### config.mk
export PLATFORM = sky130hd
export DESIGN_NAME = basket_receipt_reader
export DESIGN_NICKNAME = d
export VERILOG_FILES = /design/src/rtl/basket_receipt_reader.sv
export SDC_FILE = /design/constraint.sdc
export NUM_CORES = 1
export LEC_CHECK = 0
export CORE_AREA = 2 2 136 138
export DETAILED_ROUTE_END_ITERATION = 8
export DIE_AREA = 0 0 138 140
export PLACE_DENSITY = 0.79
export SLEW_MARGIN = 0
export SYNTH_ARGS = -nofsm -noshare
export SYNTH_HDL_FRONTEND = slang
export SYNTH_SLANG_ARGS = --single-unit
### constraint.sdc
create_clock -name CLK -period 4.3 [get_ports CLK]
set_input_delay 0.43 -clock CLK [delete_from_list [all_inputs] [get_ports CLK]]
set_output_delay 0.43 -clock CLK [all_outputs]
set_load 0.005 [all_outputs]
### src/rtl/basket_receipt_reader.sv
// Checkout reader: walks the basket, converts each price to 5-digit BCD by double-dabble
// and streams one record per entry plus a grand-total record over a valid/ready link.
module basket_receipt_reader #(
    parameter int MAX_ITEMS = 12,
    parameter int PRICE_W   = 16
) (
    input  logic                           CLK,
    input  logic                           RESET_N,
    input  logic                           START,
    input  logic                           ABORT,
    input  logic [3:0]                     NUM,
    input  logic [PRICE_W-1:0]             T_PRICE,
    input  logic [4*MAX_ITEMS-1:0]         P_LIST_FLAT,
    input  logic [4*MAX_ITEMS-1:0]         QTT_LIST_FLAT,
    input  logic [PRICE_W*MAX_ITEMS-1:0]   PRICE_LIST_FLAT,
    input  logic                           REC_READY,
    output logic                           REC_VALID,
    output logic [3:0]                     REC_INDEX,
    output logic [3:0]                     REC_ID,
    output logic [3:0]                     REC_QTT,
    output logic [19:0]                    REC_PRICE_BCD,
    output logic                           REC_LAST,
    output logic                           BUSY,
    output logic                           DONE
);

    typedef enum logic [2:0] {IDLE, FETCH, CONVERT, PRESENT, FINISH} state_t;

    localparam int BCD_W = 20;

    state_t             state;
    logic [3:0]         idx;
    logic [3:0]         num_snap;
    logic [PRICE_W-1:0] tot_snap;
    logic [PRICE_W-1:0] bin_sr;
    logic [BCD_W-1:0]   bcd_sr;
    logic [4:0]         cnt;

    // Add-3 correction applied to every BCD digit of 5 or more before each shift.
    function automatic logic [BCD_W-1:0] dd_adjust(input logic [BCD_W-1:0] b);
        logic [BCD_W-1:0] r;
        r = b;
        for (int d = 0; d < BCD_W/4; d++) begin
            if (r[4*d +: 4] >= 4'd5)
                r[4*d +: 4] = r[4*d +: 4] + 4'd3;
        end
        return r;
    endfunction

    always_ff @(posedge CLK or negedge RESET_N) begin
        if (!RESET_N) begin
            state         <= IDLE;
            idx           <= '0;
            num_snap      <= '0;
            tot_snap      <= '0;
            bin_sr        <= '0;
            bcd_sr        <= '0;
            cnt           <= '0;
            REC_VALID     <= 1'b0;
            REC_INDEX     <= '0;
            REC_ID        <= '0;
            REC_QTT       <= '0;
            REC_PRICE_BCD <= '0;
            REC_LAST      <= 1'b0;
            BUSY          <= 1'b0;
            DONE          <= 1'b0;
        end else if (ABORT) begin
            state     <= IDLE;
            REC_VALID <= 1'b0;
            BUSY      <= 1'b0;
            DONE      <= 1'b0;
        end else begin
            case (state)
                IDLE: begin
                    DONE <= 1'b0;
                    if (START) begin
                        num_snap <= (NUM > 4'(MAX_ITEMS)) ? 4'(MAX_ITEMS) : NUM;
                        tot_snap <= T_PRICE;
                        idx      <= '0;
                        BUSY     <= 1'b1;
                        state    <= FETCH;
                    end
                end
                FETCH: begin
                    if (idx < num_snap) begin
                        REC_INDEX <= idx;
                        REC_ID    <= P_LIST_FLAT[4*idx +: 4];
                        REC_QTT   <= QTT_LIST_FLAT[4*idx +: 4];
                        bin_sr    <= PRICE_LIST_FLAT[PRICE_W*idx +: PRICE_W];
                        REC_LAST  <= 1'b0;
                    end else begin
                        REC_INDEX <= 4'hF;
                        REC_ID    <= 4'hF;
                        REC_QTT   <= 4'h0;
                        bin_sr    <= tot_snap;
                        REC_LAST  <= 1'b1;
                    end
                    bcd_sr <= '0;
                    cnt    <= '0;
                    state  <= CONVERT;
                end
                // One double-dabble step per cycle; the finished digits are published on the
                // cycle after the last shift.
                CONVERT: begin
                    if (cnt == 5'(PRICE_W)) begin
                        REC_PRICE_BCD <= bcd_sr;
                        REC_VALID     <= 1'b1;
                        state         <= PRESENT;
                    end else begin
                        {bcd_sr, bin_sr} <= {dd_adjust(bcd_sr), bin_sr} << 1;
                        cnt              <= cnt + 5'd1;
                    end
                end
                PRESENT: begin
                    if (REC_READY) begin
                        REC_VALID <= 1'b0;
                        if (REC_LAST) begin
                            DONE  <= 1'b1;
                            state <= FINISH;
                        end else begin
                            idx   <= idx + 4'd1;
                            state <= FETCH;
                        end
                    end
                end
                FINISH: begin
                    DONE  <= 1'b0;
                    BUSY  <= 1'b0;
                    state <= IDLE;
                end
                default: state <= IDLE;
            endcase
        end
    end

endmodule
==> results of run 1 <==
==> flip-flops by register name (all words and copies together) (netlist names), 3 cells and up <==
signal / count
REC_ID: 4
REC_INDEX: 4
REC_PRICE_BCD: 20
REC_QTT: 4
bcd_sr: 20
bin_sr: 16
cnt: 5
idx: 4
num_snap: 4
state: 3
tot_snap: 16
==> synthesized netlist by cell type (all sizes together) (8+ instances only) <==
library cell	n	area share
dfrtp	104	0.38
nand2	98	0.053
mux4	70	0.23
mux2	37	0.060
buf	32	0.031
o21ai	25	0.018
a22oi	23	0.025
inv	18	0.0098
nor2	17	0.0096
ha	16	0.029
a222oi	15	0.022
clkbuf	11	0.0060
nor3	10	0.010
nand3	9	0.0065
xnor2	8	0.010
==> power by group <==
| group | leakage (nW) | switching (mW) | internal, mW |
|---|---|---|---|
| Sequential | 1.36 | 0.202 | 1.20 |
| Clock | 0.133 | 0.374 | 0.411 |
| Combinational | 2.75 | 0.416 | 0.674 |
==> logic make-up after synthesis <==
group | synth area share
xor gates and xnor gates | 0.0191
AOI/OAI and AO/OA | 0.121
and+or+nand+nor | 0.109
muxes | 0.298
DFF | 0.377
buffers and inverters | 0.0470
adders and majority gates | 0.0290
==> layout make-up <==
type | count | area share
Timing Repair Buffer | 354 | 0.328
Clock inverter | 4 | 0.00279
Sequential cell | 104 | 0.243
Antenna cell | 5 | 0.00116
Clock buffer | 12 | 0.0229
Inverter | 19 | 0.00663
Multi-Input combinational cell | 414 | 0.370
Tap cell | 229 | 0.0266
==> worst min path at each step <==
stage / endpoint / slack, ns / from
final: REC_INDEX[1] / 0.24 / RESET_N
after global routing: REC_ID[0] / 0.32 / RESET_N
after CTS: num_snap[1] / 0.27 / RESET_N
after detailed placement: num_snap[0] / 0.45 / num_snap[0]
after global placement: num_snap[0] / 0.45 / num_snap[0]
after floorplan: BUSY / 0.13 / RESET_N
==> metal layers <==
layer / wire length, um / vias to the layer above / part of all wire / global-route usage
li1: - / 2878 / - / -
met2: 12900 / 300 / 0.49 / 0.443
met4: 721 / 6 / 0.027 / 0.0961
met1: 10900 / 3150 / 0.41 / 0.356
met3: 2020 / 48 / 0.076 / 0.0732
met5: 46 / - / 0.0017 / 0
==> stage by stage <==
step / cells / worst slack [ns]
floorplan: 580 / 2.41
global placement: 1120 / 1.30
detailed placement: 1120 / 1.22
CTS: 1136 / 1.20
global route: 1140 / 0.943
finish: 1141 / 1.19
==> impl_metrics.tcl, run 1 <==
set metrics [dict create \
    initial_core_util 0.388 \
    core_um2 17800 \
    path_depth 6 \
    fin_util 0.605 \
    r2r-start "idx[3]" \
    placed_area_um2 10500 \
    reg2reg_depth 6 \
    max_stage_delay_ns 0.97 \
    critPathArrivalTime_ns 3.39 \
    status "finished, final reports clean" \
    grt_setup_unrepaired "false" \
    ys.flop_type "dfrtp_1" \
    fmax_ghz 0.321 \
    post-route-period-util 0.724 \
    drt_iter0_drc 525 \
    die_w_um 138 \
    ys_seq_area_frac 0.377 \
    cp_cell_sequence "ha_1 > a21oi_1 > o211ai_2 > nor3_2 > a22oi_1 > nand2_1" \
    dr.pass1.iters 5 \
    drc_errors 0 \
    multi_input_comb_area_um2 3980 \
    vias 6382 \
    synth_edf_count 0 \
    clock_latency_ns 0.35 \
    powerDensity_nw_per_um2 305 \
    nFillCells 1452 \
    power.leakage_nw 4.24 \
    hold_ws_ns 0.236 \
    path_delay_family "flip-flops" \
    cts.clk_slew.worst_paths_ns 0.07 \
    rr_endpoint "bin_sr[7]" \
    routed_wl_um 26500 \
    synth_warnings 0 \
    hold_violations 0 \
    dp_hpwl_um 21400 \
    globalRoute.totalOverflow 0 \
    setup_tns_ns 0 \
    postLayoutCellArea_um2 10800 \
    die_area_um2 19300 \
    finClkSkew_ns 0.00552 \
    netlist_area_um2 6890 \
    worstPathMaxFanout 43 \
    cts.htree.levels 3 \
    row_count 49 \
    syn-num-nets 909 \
    wl_per_cell_um 23.2 \
    final_nets 1231 \
    cp_slowest_cell "dfrtp_2" \
    antenna_found_initial 7 \
    regArea_um2 2610 \
    numCtsBuffers 9 \
    final_cell_mix "clkdlybuf4s50_1 (347), dfrtp_1 (101), nand2_1 (98)" \
    worst_pin_slew_ns 1.16 \
    design_power_total_mw 3.28 \
    grt_pass1_wl_um 40400 \
    ys_seq_elements 104 \
    layout_min_cycle_time_ns 3.11 \
    cts_resized 0 \
    slew_headroom 0.222 \
    antenna_left 0 \
    layout-drive-gt1-share 0.164 \
    async_flop_share 1.00 \
    path_buf_inv 0 \
    grt_usage 0.273 \
    worstSetupStartpointType "flop" \
    ys_types 53 \
    numClockSinks 104 \
    final_max_slew_viol_count 0 \
    syn_inst 580 \
    worst_ir_drop_vdd_mv 0.178 \
    layout_commonest_cell "clkdlybuf4s50_1" \
    viasPerCell 5.59 \
    setup_viol 0 \
    critPathLaunch "idx[3]" \
    r2r_slack_ns 1.19 \
    grt_pass1_vias 6768 \
    avgSynthCellArea_um2 11.9 \
    tritoncts "built" \
    cts.path.max_buffers 2 \
    cts_hold_buf 0 \
    maxCapViolCount 0 \
    grt_max_degree 77 \
    worstPathRequired_ns 4.58 \
    cts_setup_buffers 0 \
    die_h_um 140 \
    ios 349 \
    endpoint_kind "flop" \
    endpoint "bin_sr[7]" \
    worst-setup-path-type "reg -> reg" \
    routabilityCongestion 0.938 \
    clockRootBuffer "clkbuf_16" \
    area_growth_pct 56.1 \
    hp-class "in -> async" \
    port_buffers 348 \
]
(Power assumes the default switching activity.)
==> inputs of run 2 (changes only) <==
--- a/config.mk
+++ b/config.mk
@@ -5,10 +5,10 @@
 export SDC_FILE = /design/constraint.sdc
 export NUM_CORES = 1
 export LEC_CHECK = 0
-export CORE_AREA = 2 2 136 138
+export CORE_AREA = 2 2 137 139
 export DETAILED_ROUTE_END_ITERATION = 8
-export DIE_AREA = 0 0 138 140
-export PLACE_DENSITY = 0.79
+export DIE_AREA = 0 0 139 141
+export PLACE_DENSITY = 0.78
 export SLEW_MARGIN = 0
 export SYNTH_ARGS = -nofsm -noshare
 export SYNTH_HDL_FRONTEND = slang
==> constraint.sdc (replaced) <==
create_clock -name CLK -period 3.2 [get_ports CLK]
set_input_delay 0.32 -clock CLK [delete_from_list [all_inputs] [get_ports CLK]]
set_output_delay 0.32 -clock CLK [all_outputs]
set_load 0.005 [all_outputs]
==> run 2 against run 1 <==
Effect of this change: clock skew rose by 0.0022 ns; first-iteration DRC count rose by 20%; power rose by 36%; count of clock-buffer cells in the layout fell by 1; flip-flop and latch count did not move; die area rose by 1.4%; core utilization fell by 0.97 points; wire length fell by 3.0%; via count barely moved; critical path type unchanged.
==> impl_metrics.tcl, run 2 (synthesis results as in run 1) <==
set metrics [dict create \
    initial_core_util 0.377 \
    numClockSinks 104 \
    hp-class "in -> async" \
    grt_util_met3 0.0764 \
    routed_wl_um 25700 \
    die_h_um 141 \
    setup_viol 0 \
    grt_pass1_vias 6670 \
    row_count 50 \
    core_um2 18300 \
    cts_setup_buffers 0 \
    reg2reg_depth 8 \
    antenna_left 0 \
    hold_ws_ns 0.178 \
    layout_min_cycle_time_ns 2.30 \
    grt_pass1_wl_um 39400 \
    tritoncts "built" \
    r2r_slack_ns 0.90 \
    layout_commonest_cell "clkdlybuf4s50_1" \
    drt_iter0_drc 631 \
    clockRootBuffer "clkbuf_16" \
    port_buffers 348 \
    area_growth_pct 57.8 \
    gr-usage-met1 0.331 \
    design_power_total_mw 4.45 \
    wl_per_cell_um 22.2 \
    critPathArrivalTime_ns 2.52 \
    grt.busiest_layer "met2" \
    die_area_um2 19600 \
    globalRoute.totalOverflow 0 \
    finalWorstSetupSlack_ns 0.896 \
    dr.pass1.iters 5 \
    grt_usage 0.263 \
    setup_tns_ns 0 \
    dp_hpwl_um 20800 \
    pre_cts_ws_ns 0.697 \
    maxCapViolCount 0 \
    worst_pin_slew_ns 1.05 \
    r2r-start "cnt[0]" \
    viasPerCell 5.51 \
    status "finished, final reports clean" \
    ios 349 \
    largestRegisters "REC_PRICE_BCD: 20 flops, bcd_sr: 20 flops" \
    powerDensity_nw_per_um2 409 \
    placed_area_um2 10600 \
    grt_max_degree 83 \
    final_cell_mix "clkdlybuf4s50_1 (347), dfrtp_1 (101), nand2_1 (98)" \
    drc_errors 0 \
    cts.htree.levels 3 \
    cts_hold_buf 0 \
    cts.path.max_buffers 2 \
    globalRouteMet2Util 0.434 \
    worst_ir_drop_vdd_mv 0.263 \
    finClkSkew_ns 0.00768 \
    cts.clk_slew.worst_paths_ns 0.07 \
    final_nets 1238 \
    clock_latency_ns 0.34 \
    worstSetupStartpointType "flop" \
    rr_endpoint "bcd_sr[7]" \
    worst-setup-path-type "reg -> reg" \
    fmax_ghz 0.434 \
    hold_violations 0 \
    endpoint_kind "flop" \
    vias 6376 \
    numCtsBuffers 9 \
    final_max_slew_viol_count 0 \
    die_w_um 139 \
    fin_util 0.596 \
    grt_setup_unrepaired "false" \
    slew_headroom 0.297 \
    routabilityCongestion 0.917 \
    power.leakage_nw 4.30 \
    layout-drive-gt1-share 0.172 \
    antenna_found_initial 13 \
    worstPathMaxFanout 20 \
    post-route-period-util 0.720 \
    cts_resized 0 \
    postLayoutCellArea_um2 10900 \
    worstPathRequired_ns 3.42 \
    fin_cells 1158 \
    dp_cells 1132 \
]
## run 2: worst max-delay path, stage by stage (launching register included)
cell	delay (ns)
dfrtp_1	0.41
inv_1	0.06
ha_1	0.19
and4bb_2	0.27
nand2_1	0.12
nand2_1	0.42
buf_4	0.40
o21ai_0	0.21
nand2_1	0.09
## run 2: cell type report
cell class                      count  area (um^2)
Antenna cell                       10         25.0
Inverter                           19         71.3
Clock buffer                       11          243
Fill cell                        1497         7390
Clock inverter                      5         56.3
Timing Repair Buffer              361         3600
Tap cell                          234          293
Multi-Input combinational cell    414         3980
Sequential cell                   104         2610
## run 2: worst max-delay path by stage
| stage | start | to | slack (ns) |
|---|---|---|---|
| finish | cnt[0] | bcd_sr[7] | 0.90 |
| global route | cnt[0] | bcd_sr[7] | 0.69 |
| CTS | cnt[0] | bcd_sr[7] | 0.93 |
| detailed placement | ABORT | bin_sr[1] | 0.70 |
| global placement | ABORT | bin_sr[10] | 0.77 |
| floorplan | idx[1] | bin_sr[10] | 1.31 |
## run 2: power breakdown
part	switching, mW	leakage [nW]	internal, mW	total (mW)
Clock	0.485	0.146	0.627	1.11
Sequential	0.248	1.36	1.61	1.86
Combinational	0.564	2.79	0.913	1.48
## run 2: metal layers
metal  wire length [um]  up-vias  share of wire
li1                   -     2893              -
met1              10200     3161           0.40
met2              12800      278           0.50
met3               2070       38          0.081
met4                635        6          0.025
met5                 34        -         0.0013
